File: src/rtl/dmem_arbiter.sv
// Arbitrates the single-port data memory between the CPU MEM stage and a DMA/loader port.
// CPU has fixed priority; a saturating starvation counter forces a DMA grant after STARVE_LIMIT denials.
module dmem_arbiter #(
  parameter int STARVE_LIMIT = 4,
  parameter int ADDR_W       = 32
) (
  input  logic              clk,
  input  logic              rst_n,

  input  logic              cpu_req,
  input  logic              cpu_we,
  input  logic [ADDR_W-1:0] cpu_addr,
  input  logic [31:0]       cpu_wdata,
  output logic              cpu_gnt,
  output logic              cpu_stall,
  output logic              cpu_rvalid,
  output logic [31:0]       cpu_rdata,
  output logic              cpu_err,

  input  logic              dma_req,
  input  logic              dma_we,
  input  logic [ADDR_W-1:0] dma_addr,
  input  logic [31:0]       dma_wdata,
  output logic              dma_gnt,
  output logic              dma_rvalid,
  output logic [31:0]       dma_rdata,
  output logic              dma_err,

  output logic              mem_MemRead,
  output logic              mem_MemWrite,
  output logic [ADDR_W-1:0] mem_ALUresult,
  output logic [31:0]       mem_MemWriteData,
  input  logic [31:0]       mem_MemReadData
);

  localparam logic [7:0] LIMIT = 8'(STARVE_LIMIT);

  logic [7:0]  starve_cnt_q, starve_cnt_d;
  logic        cpu_rvalid_q, cpu_rvalid_d;
  logic        dma_rvalid_q, dma_rvalid_d;
  logic [31:0] cpu_rdata_q, cpu_rdata_d;
  logic [31:0] dma_rdata_q, dma_rdata_d;
  logic        cpu_err_q, cpu_err_d;
  logic        dma_err_q, dma_err_d;

  logic dma_pri;
  logic cpu_misal;
  logic dma_misal;
  logic cpu_load_ok;
  logic dma_load_ok;

  assign dma_pri   = (starve_cnt_q == LIMIT);
  assign cpu_misal = |cpu_addr[1:0];
  assign dma_misal = |dma_addr[1:0];

  // Grants are held off during reset so the memory sees no access then.
  always_comb begin
    cpu_gnt = 1'b0;
    dma_gnt = 1'b0;
    if (rst_n) begin
      if (dma_req && dma_pri) begin
        dma_gnt = 1'b1;
      end else if (cpu_req) begin
        cpu_gnt = 1'b1;
      end else if (dma_req) begin
        dma_gnt = 1'b1;
      end
    end
  end

  assign cpu_stall = cpu_req & ~cpu_gnt;

  // A misaligned winner still drives the address, but both strobes stay low.
  always_comb begin
    mem_MemRead      = 1'b0;
    mem_MemWrite     = 1'b0;
    mem_ALUresult    = '0;
    mem_MemWriteData = '0;
    if (cpu_gnt) begin
      mem_ALUresult    = cpu_addr;
      mem_MemWriteData = cpu_wdata;
      mem_MemRead      = ~cpu_we & ~cpu_misal;
      mem_MemWrite     =  cpu_we & ~cpu_misal;
    end else if (dma_gnt) begin
      mem_ALUresult    = dma_addr;
      mem_MemWriteData = dma_wdata;
      mem_MemRead      = ~dma_we & ~dma_misal;
      mem_MemWrite     =  dma_we & ~dma_misal;
    end
  end

  assign cpu_load_ok = cpu_gnt & ~cpu_we & ~cpu_misal;
  assign dma_load_ok = dma_gnt & ~dma_we & ~dma_misal;

  always_comb begin
    starve_cnt_d = starve_cnt_q;
    if (!dma_req || dma_gnt) begin
      starve_cnt_d = 8'd0;
    end else if (starve_cnt_q < LIMIT) begin
      starve_cnt_d = starve_cnt_q + 8'd1;
    end

    cpu_rvalid_d = cpu_load_ok;
    dma_rvalid_d = dma_load_ok;
    cpu_rdata_d  = cpu_load_ok ? mem_MemReadData : cpu_rdata_q;
    dma_rdata_d  = dma_load_ok ? mem_MemReadData : dma_rdata_q;
    cpu_err_d    = cpu_gnt & cpu_misal;
    dma_err_d    = dma_gnt & dma_misal;
  end

  always_ff @(posedge clk) begin
    if (!rst_n) begin
      starve_cnt_q <= 8'd0;
      cpu_rvalid_q <= 1'b0;
      dma_rvalid_q <= 1'b0;
      cpu_rdata_q  <= 32'd0;
      dma_rdata_q  <= 32'd0;
      cpu_err_q    <= 1'b0;
      dma_err_q    <= 1'b0;
    end else begin
      starve_cnt_q <= starve_cnt_d;
      cpu_rvalid_q <= cpu_rvalid_d;
      dma_rvalid_q <= dma_rvalid_d;
      cpu_rdata_q  <= cpu_rdata_d;
      dma_rdata_q  <= dma_rdata_d;
      cpu_err_q    <= cpu_err_d;
      dma_err_q    <= dma_err_d;
    end
  end

  assign cpu_rvalid = cpu_rvalid_q;
  assign dma_rvalid = dma_rvalid_q;
  assign cpu_rdata  = cpu_rdata_q;
  assign dma_rdata  = dma_rdata_q;
  assign cpu_err    = cpu_err_q;
  assign dma_err    = dma_err_q;

endmodule

File: config.mk
export PLATFORM = sky130hd
export DESIGN_NAME = dmem_arbiter
export DESIGN_NICKNAME = d
export VERILOG_FILES = /design/src/rtl/dmem_arbiter.sv
export SDC_FILE = /design/constraint.sdc
export NUM_CORES = 1
export LEC_CHECK = 0
export CORE_AREA = 4 4 115 117
export DETAILED_ROUTE_END_ITERATION = 12
export DIE_AREA = 0 0 119 121
export PLACE_DENSITY = 0.73
export SLEW_MARGIN = 0
export SYNTH_ARGS = -nofsm -noshare
export SYNTH_HDL_FRONTEND = slang
export SYNTH_SLANG_ARGS = --single-unit
File: constraint.sdc
create_clock -name clk -period 4.6 [get_ports clk]
set_input_delay 0.92 -clock clk [delete_from_list [all_inputs] [get_ports clk]]
set_output_delay 0.92 -clock clk [all_outputs]
set_load 0.02 [all_outputs]
==> qor_table.md <==
| Result | This run |
|---|---|
| Run status | finished clean |
| Final routed wirelength across all metal layers | 16.9 mm |
| Post-cts repair resize count | 0 |
| Path depth of the worst reg2reg path | 8 |
| Distinct cells, synth | 26 |
| Starting density of the core | 26.8% |
| Worst path setup slack after routing | 0.355 ns |
| Slew at the pin closest to its max-slew limit | 0.645 ns |
| Vias | 3,897 |
| Mean instance size in the synthesized netlist | 10.6 sq um |
| Synthesis-to-layout area growth | 105% |
| Total core area | 0.0124 sq mm |
| Worst clock skew on the final layout | 0.00393 ns |
| Worst-case headroom to the max-slew limit | 57.0% |
| Die width | 119 microns |
| EDFF count, synth | 0 |
| Mapped cell area | 0.00332 sq mm |
| Compound-cell area share of the yosys netlist | 35.7% |
| Number of post-CTS setup repair buffers | 0 |
| Synth Area in Simple Gates | 11.3% |
| Fraction of final layout cells sized beyond drive strength 1 | 11.2% |
| Number of clock buffers inserted by TritonCTS | 9 |
| WL/cell | 21.8 microns |
| Arithmetic-cell share of the synthesized area counting full adders, half adders and majority gates | 0.755% |
| Net count of the finished layout | 769 |
| FFs w/ async S/R, synth | 0% |
| Synthesized Nets | 481 |
| Port Buffers | 302 |
| Startpoint of the worst register-to-register path | starve_cnt_q[0] |
| Element type at the critical path start | input pin |
| Count of H-tree levels built during CTS | 3 |
| Synthesis Warnings | 0 |
| Count of state elements after synthesis | 76 |
| GRT Overall Usage | 22.2% |
| Vert. Die Dim | 121 microns |
| Global-route wire length before repair | 24.7 mm |
| Worst setup slack for register-to-register paths | 2.45 ns |
| Post-synthesis mux area share | 0.302% |
| Final critical delay including setup and external delays | 4.24 ns |
| Register area | 0.00152 sq mm |
| Xor/xnor cell area share of the yosys netlist | 0.264% |
| Routed vias/inst | 5.01 |
| Cells after DPL | 762 |
| Max FO, Critical Path | 27 |
| Leading cell type in the layout, fill and taps excluded | sky130_fd_sc_hd__clkdlybuf4s50_1 |
| Hold-fix buffers at CTS | 0 |
| RR Endpoint | cpu_rdata[6] |
| Sequential area share after synthesis | 45.9% |
| Ports placed on the boundary | 303 |
| Share of the clock period used by the worst path after layout | 92.3% |
| Number of standard cells after synthesis | 313 |
| Number of filler instances in the final layout | 1,084 |
| Hold-critical path depth | 1 |
| Remaining antenna violation count after routing | 0 |
| Floorplan die area | 0.0144 sq mm |
| Critical Path End Type | output port |
| Leading cell types in the layout, fill and taps excluded | sky130_fd_sc_hd__clkdlybuf4s50_1, sky130_fd_sc_hd__a22o_1, sky130_fd_sc_hd__dfxtp_1, sky130_fd_sc_hd__and3_1, sky130_fd_sc_hd__a31o_2 |
| Detail Placement HPWL | 13.2 mm |
| Peak clock frequency supported by timing | 0.236 GHz |
| Fin. max-slew vios | 0 |
| TritonCTS clock tree | yes |
| Violation count after the first detailed-route iteration | 173 |
| Final Hold Viols | 0 |
| Detailed-routing iteration count for the pre-antenna-repair pass | 4 |
| RSZ-0062 raised after global routing | no |
| ANT cells | 0 |
| Static leakage | 2.74 nW |
| Clk Tree Root Cell | sky130_fd_sc_hd__clkbuf_16 |
| Critical path class | in2out |
| Residual DRC count | 0 |
| Main synth FF type | sky130_fd_sc_hd__dfxtp_1 |
| Final count of negative-setup-slack endpoints | 0 |
| Arrival time worst endpoint | 3.32 ns |
| Placer congestion estimate | 0.920 |
| Worst slack at placement | 0.342 ns |
| Vias in the first global route | 3,990 |
| Setup TNS | 0 ns |
| Cell row count | 41 |
| Area of the multi-input gates | 0.00161 sq mm |
| Worst min-delay path category | reg2reg |
| Insertion delay to the later sink of the worst-skew pair | 0.33 ns |
| Initial antenna violation count | 0 |
| Pwr/cell area | 270 mW/mm^2 |
| Max rail drop VDD | 0.000316 V |
| Worst-case clock buffer depth | 2 |
| Data required time at the worst endpoint | 3.68 ns |
| Dominant combinational cell family by area after synthesis | compound AO/OA/AOI/OAI gates |
| Capture endpoint of the worst hold path | dma_rdata[15] |
| Reported max-cap violation count | 0 |
| Num Clock Sinks | 76 |
| Reg clk slew, reported paths | 0.05 ns |
| Pin count of the biggest net entering global routing | 53 |
| Origin of the worst min-delay path | dma_rdata[15] |
| Final non-filler cell total | 778 |
| Total overflow reported by the global router | 0 |
[registers in the layout, indices dropped and copies added (netlist names)]
| signal | flops |
|---|---|
| cpu_rvalid | 1 |
| dma_rvalid | 1 |
| cpu_err | 1 |
| cpu_rdata | 32 |
| starve_cnt_q | 8 |
| dma_err | 1 |
| dma_rdata | 32 |
[worst max path at each step]
stage / startpoint / endpoint / slack (ns) / depth (start not counted)
after floorplan: rst_n / mem_ALUresult[0] / 1.60 / 6
after global placement: dma_req / mem_MemWrite / 0.41 / 7
after detailed placement: dma_req / mem_MemWrite / 0.34 / 7
after CTS: dma_req / mem_MemWrite / 0.35 / 7
after global routing: dma_req / mem_MemWrite / 0.23 / 7
final: dma_req / mem_ALUresult[20] / 0.36 / 7
[through the flow]
stage / total power [W] / instance area, sq um / hold slack [ns] / util [%]
2_1_floorplan: 0.000836 / 3320 / 0.451 / -
3_3_place_gp: 0.00110 / 6480 / 0.457 / 52.4
3_5_place_dp: 0.00111 / 6480 / 0.453 / 52.4
4_1_cts: 0.00185 / 6800 / 0.475 / 55.0
5_1_grt: 0.00190 / 6800 / 0.481 / 55.0
6_report: 0.00183 / 6800 / 0.474 / 55.0
[synthesized netlist by cell type, types with 2 or more instances]
cell                       number  area share [%]
sky130_fd_sc_hd__a21boi_1       2            0.45
sky130_fd_sc_hd__a22o_1        96              25
sky130_fd_sc_hd__a31o_2        33             8.7
sky130_fd_sc_hd__and3_1        38             7.2
sky130_fd_sc_hd__buf_2         16             2.4
sky130_fd_sc_hd__buf_6          4             1.4
sky130_fd_sc_hd__clkbuf_1      15             1.7
sky130_fd_sc_hd__dfxtp_1       76              46
sky130_fd_sc_hd__ha_1           2            0.75
sky130_fd_sc_hd__inv_1          3            0.34
sky130_fd_sc_hd__nand2_1        4            0.45
sky130_fd_sc_hd__nor2_1         6            0.68
sky130_fd_sc_hd__nor2b_1        3            0.57
sky130_fd_sc_hd__nor3_1         3            0.45
[cell families (layout without fill, tap and decap cells)]
| logic type | count (synthesis) | in the layout |
|---|---|---|
| flip-flops | 76 | 76 |
| AND/OR/NAND/NOR | 60 | 60 |
| AO/OA/AOI/OAI | 135 | 135 |
| XOR/XNOR | 1 | 1 |
| multiplexers | 1 | 1 |
| buffers and inverters | 38 | 331 |
| adder cells (fa/ha/maj) | 2 | 2 |
[power breakdown]
part | total (W) | switching, W | internal [W]
Sequential | 0.000675 | 0.00000571 | 0.000670
Clock | 0.000742 | 0.000264 | 0.000478
Combinational | 0.000416 | 0.000173 | 0.000243
Total | 0.00183 | 0.000442 | 0.00139
[layout make-up]
class,instances,share of cell area [%]
inverters,3,0.166
multi-input cells,199,23.7
clock buffers,13,4.12
flip-flops and latches,76,22.4
well taps,172,3.16
repair buffers,312,45.9
clock inverters,3,0.626
[critical path, cell delays in order]
cell                              delay [ns]
sky130_fd_sc_hd__clkdlybuf4s50_1        0.57
sky130_fd_sc_hd__and4bb_4               0.30
sky130_fd_sc_hd__a21bo_1                0.14
sky130_fd_sc_hd__and2_2                 0.26
sky130_fd_sc_hd__buf_4                  0.32
sky130_fd_sc_hd__a22o_1                 0.18
sky130_fd_sc_hd__clkdlybuf4s50_1        0.62
[layer usage]
layer / up-vias / wire length (microns) / GRT usage (%)
li1: 1804 / - / -
met3: 33 / 1570 / 8.90
met5: - / 0 / 0
met1: 1861 / 6590 / 25.1
met4: 0 / 593 / 8.40
met2: 199 / 8200 / 37.5
(Power assumes the default switching activity.)
